===== config.mk =====
export PLATFORM = sky130hd
export DESIGN_NAME = uart_rx_fifo
export DESIGN_NICKNAME = d
export VERILOG_FILES = /design/src/rtl/uart_pkg.sv /design/src/rtl/uart_sync_fifo.sv /design/src/rtl/uart_rx_fifo.sv
export SDC_FILE = /design/constraint.sdc
export NUM_CORES = 1
export LEC_CHECK = 0
export BUFFER_PORTS_ARGS = -buffer_cell sky130_fd_sc_hd__buf_2
export CAP_MARGIN = 20
export CORE_MARGIN = 4
export CORE_UTILIZATION = 45
export CTS_CLUSTER_SIZE = 20
export DETAILED_ROUTE_END_ITERATION = 8
export PLACE_DENSITY = 0.71
export SYNTH_ARGS = -nofsm -noshare
export SYNTH_HDL_FRONTEND = slang
export SYNTH_SLANG_ARGS = --single-unit
export TNS_END_PERCENT = 50

===== constraint.sdc =====
create_clock -name clk -period 5.1 [get_ports clk]
set_clock_uncertainty 0.2 [all_clocks]
set_input_delay 0 -clock clk [delete_from_list [all_inputs] [get_ports clk]]
set_output_delay 0 -clock clk [all_outputs]
set_load 0.01 [all_outputs]

===== src/rtl/uart_pkg.sv =====
// Shared definitions for the UART receive path.
//   rx_state_t : frame FSM states
//   OVERSAMPLE : oversample ticks per bit
//   MID_TICK   : tick index of the start-bit midpoint
package uart_pkg;

  typedef enum logic [2:0] {
    IDLE,
    START,
    DATA,
    PARITY,
    STOP
  } rx_state_t;

  localparam int OVERSAMPLE = 16;
  localparam int MID_TICK   = 7;

endpackage


===== src/rtl/uart_sync_fifo.sv =====
// First-word-fall-through synchronous FIFO, reusable by the UART TX and RX paths.
// Ports:
//   clk, rst  : clock, asynchronous active-high reset (pointers/count only)
//   wr, wdata : push request and data; accepted when not full, or when full with a pop
//   rd        : pop request; ignored while empty
//   rdata     : head entry, zero while empty
//   full      : count == 2**AW
//   empty     : count == 0
module uart_sync_fifo #(
  parameter int WIDTH = 8,
  parameter int AW    = 2
) (
  input  logic             clk,
  input  logic             rst,
  input  logic             wr,
  input  logic [WIDTH-1:0] wdata,
  input  logic             rd,
  output logic [WIDTH-1:0] rdata,
  output logic             full,
  output logic             empty
);

  localparam int DEPTH = 2 ** AW;

  logic [WIDTH-1:0] mem [DEPTH];
  logic [AW-1:0]    wptr, rptr;
  logic [AW:0]      count;
  logic             wr_en, rd_en;

  assign full  = (count == (AW+1)'(DEPTH));
  assign empty = (count == '0);
  // When full, a simultaneous pop frees the slot the push lands in (wptr == rptr).
  assign wr_en = wr && (!full || rd);
  assign rd_en = rd && !empty;
  assign rdata = empty ? '0 : mem[rptr];

  always_ff @(posedge clk) begin
    if (wr_en) mem[wptr] <= wdata;
  end

  always_ff @(posedge clk or posedge rst) begin
    if (rst) begin
      wptr  <= '0;
      rptr  <= '0;
      count <= '0;
    end else begin
      if (wr_en) wptr <= wptr + AW'(1);
      if (rd_en) rptr <= rptr + AW'(1);
      case ({wr_en, rd_en})
        2'b10:   count <= count + (AW+1)'(1);
        2'b01:   count <= count - (AW+1)'(1);
        default: count <= count;
      endcase
    end
  end

endmodule


===== src/rtl/uart_rx_fifo.sv =====
// UART receive path: oversampling tick generator, 2-flop rx synchroniser, frame FSM
// and a FWFT receive FIFO (uart_sync_fifo).
// Build option: define UART_RX_PARITY_EN to receive one parity bit after the data bits
// (even/odd per PARITY_ODD) and drive parity_err; otherwise parity_err is tied 0.
// Ports:
//   clk, rst   : clock, asynchronous active-high reset
//   rx         : serial input, idle high, asynchronous to clk
//   rduart     : pop request (one entry per cycle while high and not empty)
//   rdata      : FIFO head, zero while empty
//   rxempty    : FIFO empty
//   rxfull     : FIFO full
//   frame_err  : 1-clk pulse, stop bit sampled low
//   parity_err : 1-clk pulse, parity mismatch
//   overrun    : 1-clk pulse, good frame lost because FIFO full with no pop
module uart_rx_fifo
  import uart_pkg::*;
#(
  parameter int DVSR       = 651,
  parameter int DBIT       = 8,
  parameter int SB_TICK    = 16,
  parameter int FIFO_AW    = 2,
  parameter int PARITY_ODD = 0
) (
  input  logic            clk,
  input  logic            rst,
  input  logic            rx,
  input  logic            rduart,
  output logic [DBIT-1:0] rdata,
  output logic            rxempty,
  output logic            rxfull,
  output logic            frame_err,
  output logic            parity_err,
  output logic            overrun
);

  // Nonzero when data, received parity bit and the odd/even selection disagree.
  function automatic logic parity_bad(input logic [DBIT-1:0] d, input logic p);
    return ^{d, p, (PARITY_ODD != 0)};
  endfunction

  logic [15:0]     tick_cnt;
  logic            s_tick;
  logic            rx_p0, rx_p1;
  rx_state_t       state_q, state_d;
  logic [4:0]      n_q, n_d;
  logic [3:0]      i_q, i_d;
  logic [DBIT-1:0] shreg_q, shreg_d;
  logic            push, ferr_d, ovr_d;
`ifdef UART_RX_PARITY_EN
  logic            par_q, par_d, perr_d;
`endif

  // ---- tick generator: free-running, one-clk strobe every DVSR cycles
  assign s_tick = (tick_cnt == 16'(DVSR - 1));

  always_ff @(posedge clk or posedge rst) begin
    if (rst)         tick_cnt <= '0;
    else if (s_tick) tick_cnt <= '0;
    else             tick_cnt <= tick_cnt + 16'd1;
  end

  // ---- stage p0/p1: rx synchroniser, resets to the idle level
  always_ff @(posedge clk or posedge rst) begin
    if (rst) begin
      rx_p0 <= 1'b1;
      rx_p1 <= 1'b1;
    end else begin
      rx_p0 <= rx;
      rx_p1 <= rx_p0;
    end
  end

  // ---- frame FSM on synchronised rx (rx_p1), advancing only on s_tick
  always_comb begin
    state_d = state_q;
    n_d     = n_q;
    i_d     = i_q;
    shreg_d = shreg_q;
    push    = 1'b0;
    ferr_d  = 1'b0;
`ifdef UART_RX_PARITY_EN
    par_d   = par_q;
    perr_d  = 1'b0;
`endif
    if (s_tick) begin
      case (state_q)
        IDLE: begin
          if (!rx_p1) begin
            state_d = START;
            n_d     = '0;
          end
        end
        START: begin
          if (n_q == 5'(MID_TICK)) begin
            if (!rx_p1) begin
              state_d = DATA;
              n_d     = '0;
              i_d     = '0;
            end else begin
              state_d = IDLE;  // false start: line back high at mid start bit
            end
          end else begin
            n_d = n_q + 5'd1;
          end
        end
        DATA: begin
          if (n_q == 5'(OVERSAMPLE - 1)) begin
            n_d     = '0;
            shreg_d = {rx_p1, shreg_q[DBIT-1:1]};  // LSB first, right-justified after DBIT shifts
            if (i_q == 4'(DBIT - 1)) begin
`ifdef UART_RX_PARITY_EN
              state_d = PARITY;
`else
              state_d = STOP;
`endif
            end else begin
              i_d = i_q + 4'd1;
            end
          end else begin
            n_d = n_q + 5'd1;
          end
        end
`ifdef UART_RX_PARITY_EN
        PARITY: begin
          if (n_q == 5'(OVERSAMPLE - 1)) begin
            par_d   = rx_p1;
            n_d     = '0;
            state_d = STOP;
          end else begin
            n_d = n_q + 5'd1;
          end
        end
`endif
        STOP: begin
          if (n_q == 5'(SB_TICK - 1)) begin
            state_d = IDLE;
            n_d     = '0;
            if (!rx_p1) ferr_d = 1'b1;
`ifdef UART_RX_PARITY_EN
            else if (parity_bad(shreg_q, par_q)) perr_d = 1'b1;
`endif
            else push = 1'b1;
          end else begin
            n_d = n_q + 5'd1;
          end
        end
        default: state_d = IDLE;
      endcase
    end
  end

  // A pop in the same cycle makes room, so only a push into a full FIFO without pop is lost.
  assign ovr_d = push && rxfull && !rduart;

  always_ff @(posedge clk or posedge rst) begin
    if (rst) begin
      state_q <= IDLE;
      n_q     <= '0;
      i_q     <= '0;
    end else begin
      state_q <= state_d;
      n_q     <= n_d;
      i_q     <= i_d;
    end
  end

  always_ff @(posedge clk) begin
    shreg_q <= shreg_d;
`ifdef UART_RX_PARITY_EN
    par_q   <= par_d;
`endif
  end

  // ---- stage p2: registered error pulses, one clk after the stop sample
  always_ff @(posedge clk or posedge rst) begin
    if (rst) begin
      frame_err <= 1'b0;
      overrun   <= 1'b0;
    end else begin
      frame_err <= ferr_d;
      overrun   <= ovr_d;
    end
  end

`ifdef UART_RX_PARITY_EN
  always_ff @(posedge clk or posedge rst) begin
    if (rst) parity_err <= 1'b0;
    else     parity_err <= perr_d;
  end
`else
  assign parity_err = 1'b0;
`endif

  uart_sync_fifo #(
    .WIDTH (DBIT),
    .AW    (FIFO_AW)
  ) u_fifo (
    .clk   (clk),
    .rst   (rst),
    .wr    (push),
    .wdata (shreg_q),
    .rd    (rduart),
    .rdata (rdata),
    .full  (rxfull),
    .empty (rxempty)
  );

endmodule


==> reports/metrics.cfg <==
[status]
run_status = complete, no violations

[global_route]
globalRouteTotalUtil = 0.135
gr-total-overflow = 0
grt_pass1_wl_um = 10500
grt_pass1_vias = 2191
initial_antenna_violation_count = 0
grt_start_max_net_pins = 40

[sta]
max_slew_margin_vs_limit = 0.549
setup_viol_count_final = 0
final.period_utilization = 0.623
slew_viol_final = 0
final.setup.worst_slack_ps = 1920
timing.fmax_ghz = 0.315
unrepaired_setup_endpoints_after_global_routing = false
finalHoldWorstSlack_ps = 87.9
tns_ps = 0
transition_time_at_the_pin_with_the_least_slew_margin_ps = 671
finalHoldViolCount = 0
shortest_period_the_worst_path_allows_ps = 3180

[final_layout]
synthToLayoutAreaGrowth_pct = 10.1
nets = 308
n_antenna_cell = 0
post_route_cells_drive_above_1_share = 0.185
layout.cells.non_filler = 399

[clocking]
clkLatencyLatePin_ps = 350
max-clock-path-buffers = 2
post_cts_hold_buffer_count = 3
clk_root_buffer_cell = sky130_fd_sc_hd__clkbuf_8
postCtsSetupBuffers = 0
postCtsResizedCells = 0
max_h_tree_level = 3
clock_tree_from_tritoncts = built
worst_setup_hold_path_clk_slew_ps = 90
cts.sink_count = 79
cts_buffers = 9

[detailed_routing]
remaining_drc_errors = 0
drt_iter0_drc = 81
vias = 2157
viasPerCell = 5.41
detail_route.wirelength_um = 5840
drt-pass1-iter-count = 4
wl_per_cell_um = 14.6
wl_met2_um = 2790
drt.antenna.violating_nets = 0
wl_met1_um = 2750
dr_wl_met3_um = 181
top_signal_layer_used = met4

[power_and_ir_drop]
power.share.switching = 0.282
power_per_cell_area_nw_per_um2 = 351
clkPwrFrac = 0.300
seqPwrFrac = 0.523
power.switching_mw = 0.397
leakage_nw = 1.60
vdd.ir_drop.worst_mv = 0.130
combinationalPowerShare = 0.177
internal_power_mw = 1.01
post-layout-total-power_mw = 1.41

[setup_path]
timing.critical_path.arrival_ps = 3220
critical_path.n_buffers_inverters = 2
worst_r2r_endpoint = u_fifo.count[2]
path_max_fanout = 11
critical_path_required_ps = 5140
crit_path_end_kind = flop
r2r_setup_slack_ps = 1920
critical_path.cell_chain = ha_1 > and3_1 > ha_1 > nand3_1 > a2111oi_4 > inv_1 > ha_1 > inv_1 > fa_1 > xor2_1 > nor2_1 > xor2_1
worst-r2r-cell-count = 12
crit_type = reg2reg
cp_slowest_stage_delay_ps = 580
cell_type_with_the_highest_occurrence_count_on_the_critical_path = sky130_fd_sc_hd__ha_1
slowest_cp_cell = sky130_fd_sc_hd__a2111oi_4
critical-path-top-delay-family = adder cells
setup.worst_path.start_class = flop
r2r-start = n_q[0]

[synth]
synthesis.instances = 274
synth.yosys.seq_area_share = 0.600
postSynthNetCount = 290
synth_enable_flop_cells = 40
ys.flop_type = sky130_fd_sc_hd__edfxtp_1
yosys_warnings = 0
syn-cell-area_um2 = 3630
ys_async_sr_fraction = 0.494
post_syn_area_per_cell_um2 = 13.3
post_synth_num_cell_types = 56
postSynthRegisterBits = 79

[min_path]
holdPathEnd = rx_p0
timing.hold.worst.start = rx
timing.hold.worst_path_depth = 2
hp-class = in2reg

[placed_design]
place_hpwl_um = 4040
place.port_buffers = 15
placed_cells_incl_taps = 380
weighted_congestion_at_the_end_of_routability_driven_global_placement = 0.778
place_worst_setup_slack_ps = 1950

[floorplanning]
num_io_pins = 17
number_of_rows_in_the_core_area = 32
die_height_um = 97.9
starting_density = 0.466
floorplan.die_area_um2 = 9580
core_area_um2 = 7810
die_width_um = 97.9

[flow_run]
maxCapViolCount = 0

[metrics by stage]
step / util / cell area [µm²]
after global routing: 0.513 / 4000
after floorplan: - / 3630
after detailed placement: 0.486 / 3790
after CTS: 0.513 / 4000
final: 0.513 / 4000
after global placement: 0.486 / 3790
[worst reg2reg max path: cells and delay by family (launching register included)]
family	cells	cell delay, ps
fa+ha+maj	4	970
flops	1	400
buf+inv	2	160
simple gates	3	470
xor+xnor	2	280
compound gates	1	580
[state kept, by name, indices dropped and copies added (netlist names), 2 cells and up]
signal / count
i_q: 4
u_fifo.mem: 32
n_q: 5
u_fifo.wptr: 2
shreg_q: 8
state_q: 3
u_fifo.count: 3
u_fifo.rptr: 2
tick_cnt: 16
[worst max path at each step]
stage	cells past startpoint	slack [ps]	from	endpoint
5_1_grt	12	1670	n_q[0]	u_fifo.count[2]
4_1_cts	12	1920	n_q[0]	u_fifo.count[2]
6_report	12	1920	n_q[0]	u_fifo.count[2]
3_5_place_dp	12	1950	n_q[0]	u_fifo.count[2]
2_1_floorplan	12	2450	n_q[0]	u_fifo.count[2]
3_3_place_gp	12	2070	n_q[0]	u_fifo.count[2]
[cells in the final DEF (no fill, tap or decap), types with 2 or more instances in the layout]
cell type,netlist,routed
sky130_fd_sc_hd__nand4_1,6,6
sky130_fd_sc_hd__and3_1,3,3
sky130_fd_sc_hd__nand3b_1,2,2
sky130_fd_sc_hd__ha_1,11,11
sky130_fd_sc_hd__or2_2,2,2
sky130_fd_sc_hd__inv_1,15,15
sky130_fd_sc_hd__a21oi_1,3,3
sky130_fd_sc_hd__o31ai_1,4,4
sky130_fd_sc_hd__nand3_1,12,12
sky130_fd_sc_hd__xnor2_1,10,10
sky130_fd_sc_hd__dfstp_2,2,2
sky130_fd_sc_hd__nand2b_1,4,4
sky130_fd_sc_hd__buf_2,4,15
sky130_fd_sc_hd__nand2_1,11,11
sky130_fd_sc_hd__nor3_1,4,4
sky130_fd_sc_hd__and4_1,4,4
sky130_fd_sc_hd__nor2_1,16,16
sky130_fd_sc_hd__mux4_2,8,8
sky130_fd_sc_hd__and2_1,15,15
sky130_fd_sc_hd__nor4_1,3,3
sky130_fd_sc_hd__dfrtp_1,37,37
sky130_fd_sc_hd__o21ai_0,8,8
sky130_fd_sc_hd__mux2_2,3,3
sky130_fd_sc_hd__nor3b_1,2,2
sky130_fd_sc_hd__inv_6,0,3
sky130_fd_sc_hd__clkinv_4,0,2
sky130_fd_sc_hd__edfxtp_1,40,40
sky130_fd_sc_hd__xor2_1,9,9
sky130_fd_sc_hd__dlygate4sd3_1,0,3
sky130_fd_sc_hd__clkbuf_8,0,9
[synthesized netlist by cell type, drive strengths merged, types with 2 or more instances]
| master | n | area [µm²] |
|---|---|---|
| edfxtp | 40 | 1200 |
| dfrtp | 37 | 926 |
| nor2 | 16 | 60.1 |
| and2 | 15 | 93.8 |
| inv | 15 | 56.3 |
| nand3 | 12 | 60.1 |
| ha | 11 | 138 |
| nand2 | 11 | 41.3 |
| xnor2 | 10 | 87.6 |
| o21ai | 9 | 45.0 |
| xor2 | 9 | 78.8 |
| mux4 | 8 | 180 |
| clkbuf | 7 | 26.3 |
| nand4 | 7 | 50.1 |
| buf | 5 | 27.5 |
| nor4 | 5 | 52.6 |
| and4 | 4 | 35.0 |
| mux2 | 4 | 48.8 |
| nand2b | 4 | 25.0 |
| nor3 | 4 | 20.0 |
| o31ai | 4 | 30.0 |
| a21oi | 3 | 15.0 |
| and3 | 3 | 18.8 |
| dfstp | 2 | 52.6 |
| nand3b | 2 | 15.0 |
| nor3b | 2 | 15.0 |
| or2 | 2 | 12.5 |
| or4b | 2 | 20.0 |
[power groups by stage]
| stage | registers, mW | clock network (mW) | logic [mW] |
|---|---|---|---|
| floorplan | 0.710 | 0 | 0.216 |
| global placement | 0.750 | 0 | 0.245 |
| detailed placement | 0.752 | 0 | 0.252 |
| CTS | 0.738 | 0.435 | 0.254 |
| global route | 0.744 | 0.466 | 0.274 |
| finish | 0.734 | 0.422 | 0.249 |
[logic make-up after synthesis]
family,count (synthesis),share of synthesized area
flops,79,0.600
buf+inv,27,0.0303
simple gates,95,0.157
other cells,1,0.00103
fa+ha+maj,12,0.0434
mux,12,0.0630
xor+xnor,19,0.0458
compound gates,29,0.0599
[cell type report]
type / instances / area [µm²]
Clock buffer: 9 / 124
Clock inverter: 7 / 56.3
Fill cell: 679 / 3810
Inverter: 15 / 56.3
Multi-Input combinational cell: 168 / 1350
Sequential cell: 79 / 2180
Tap cell: 102 / 128
Timing Repair Buffer: 19 / 113
[per-layer routing]
layer / GRT usage / up-vias
li1: - / 1038
met1: 0.172 / 1076
met2: 0.223 / 30
met3: 0.0293 / 13
met4: 0.0607 / 0
met5: 0 / -
No activity file was read; power rests on OpenSTA's default activity.
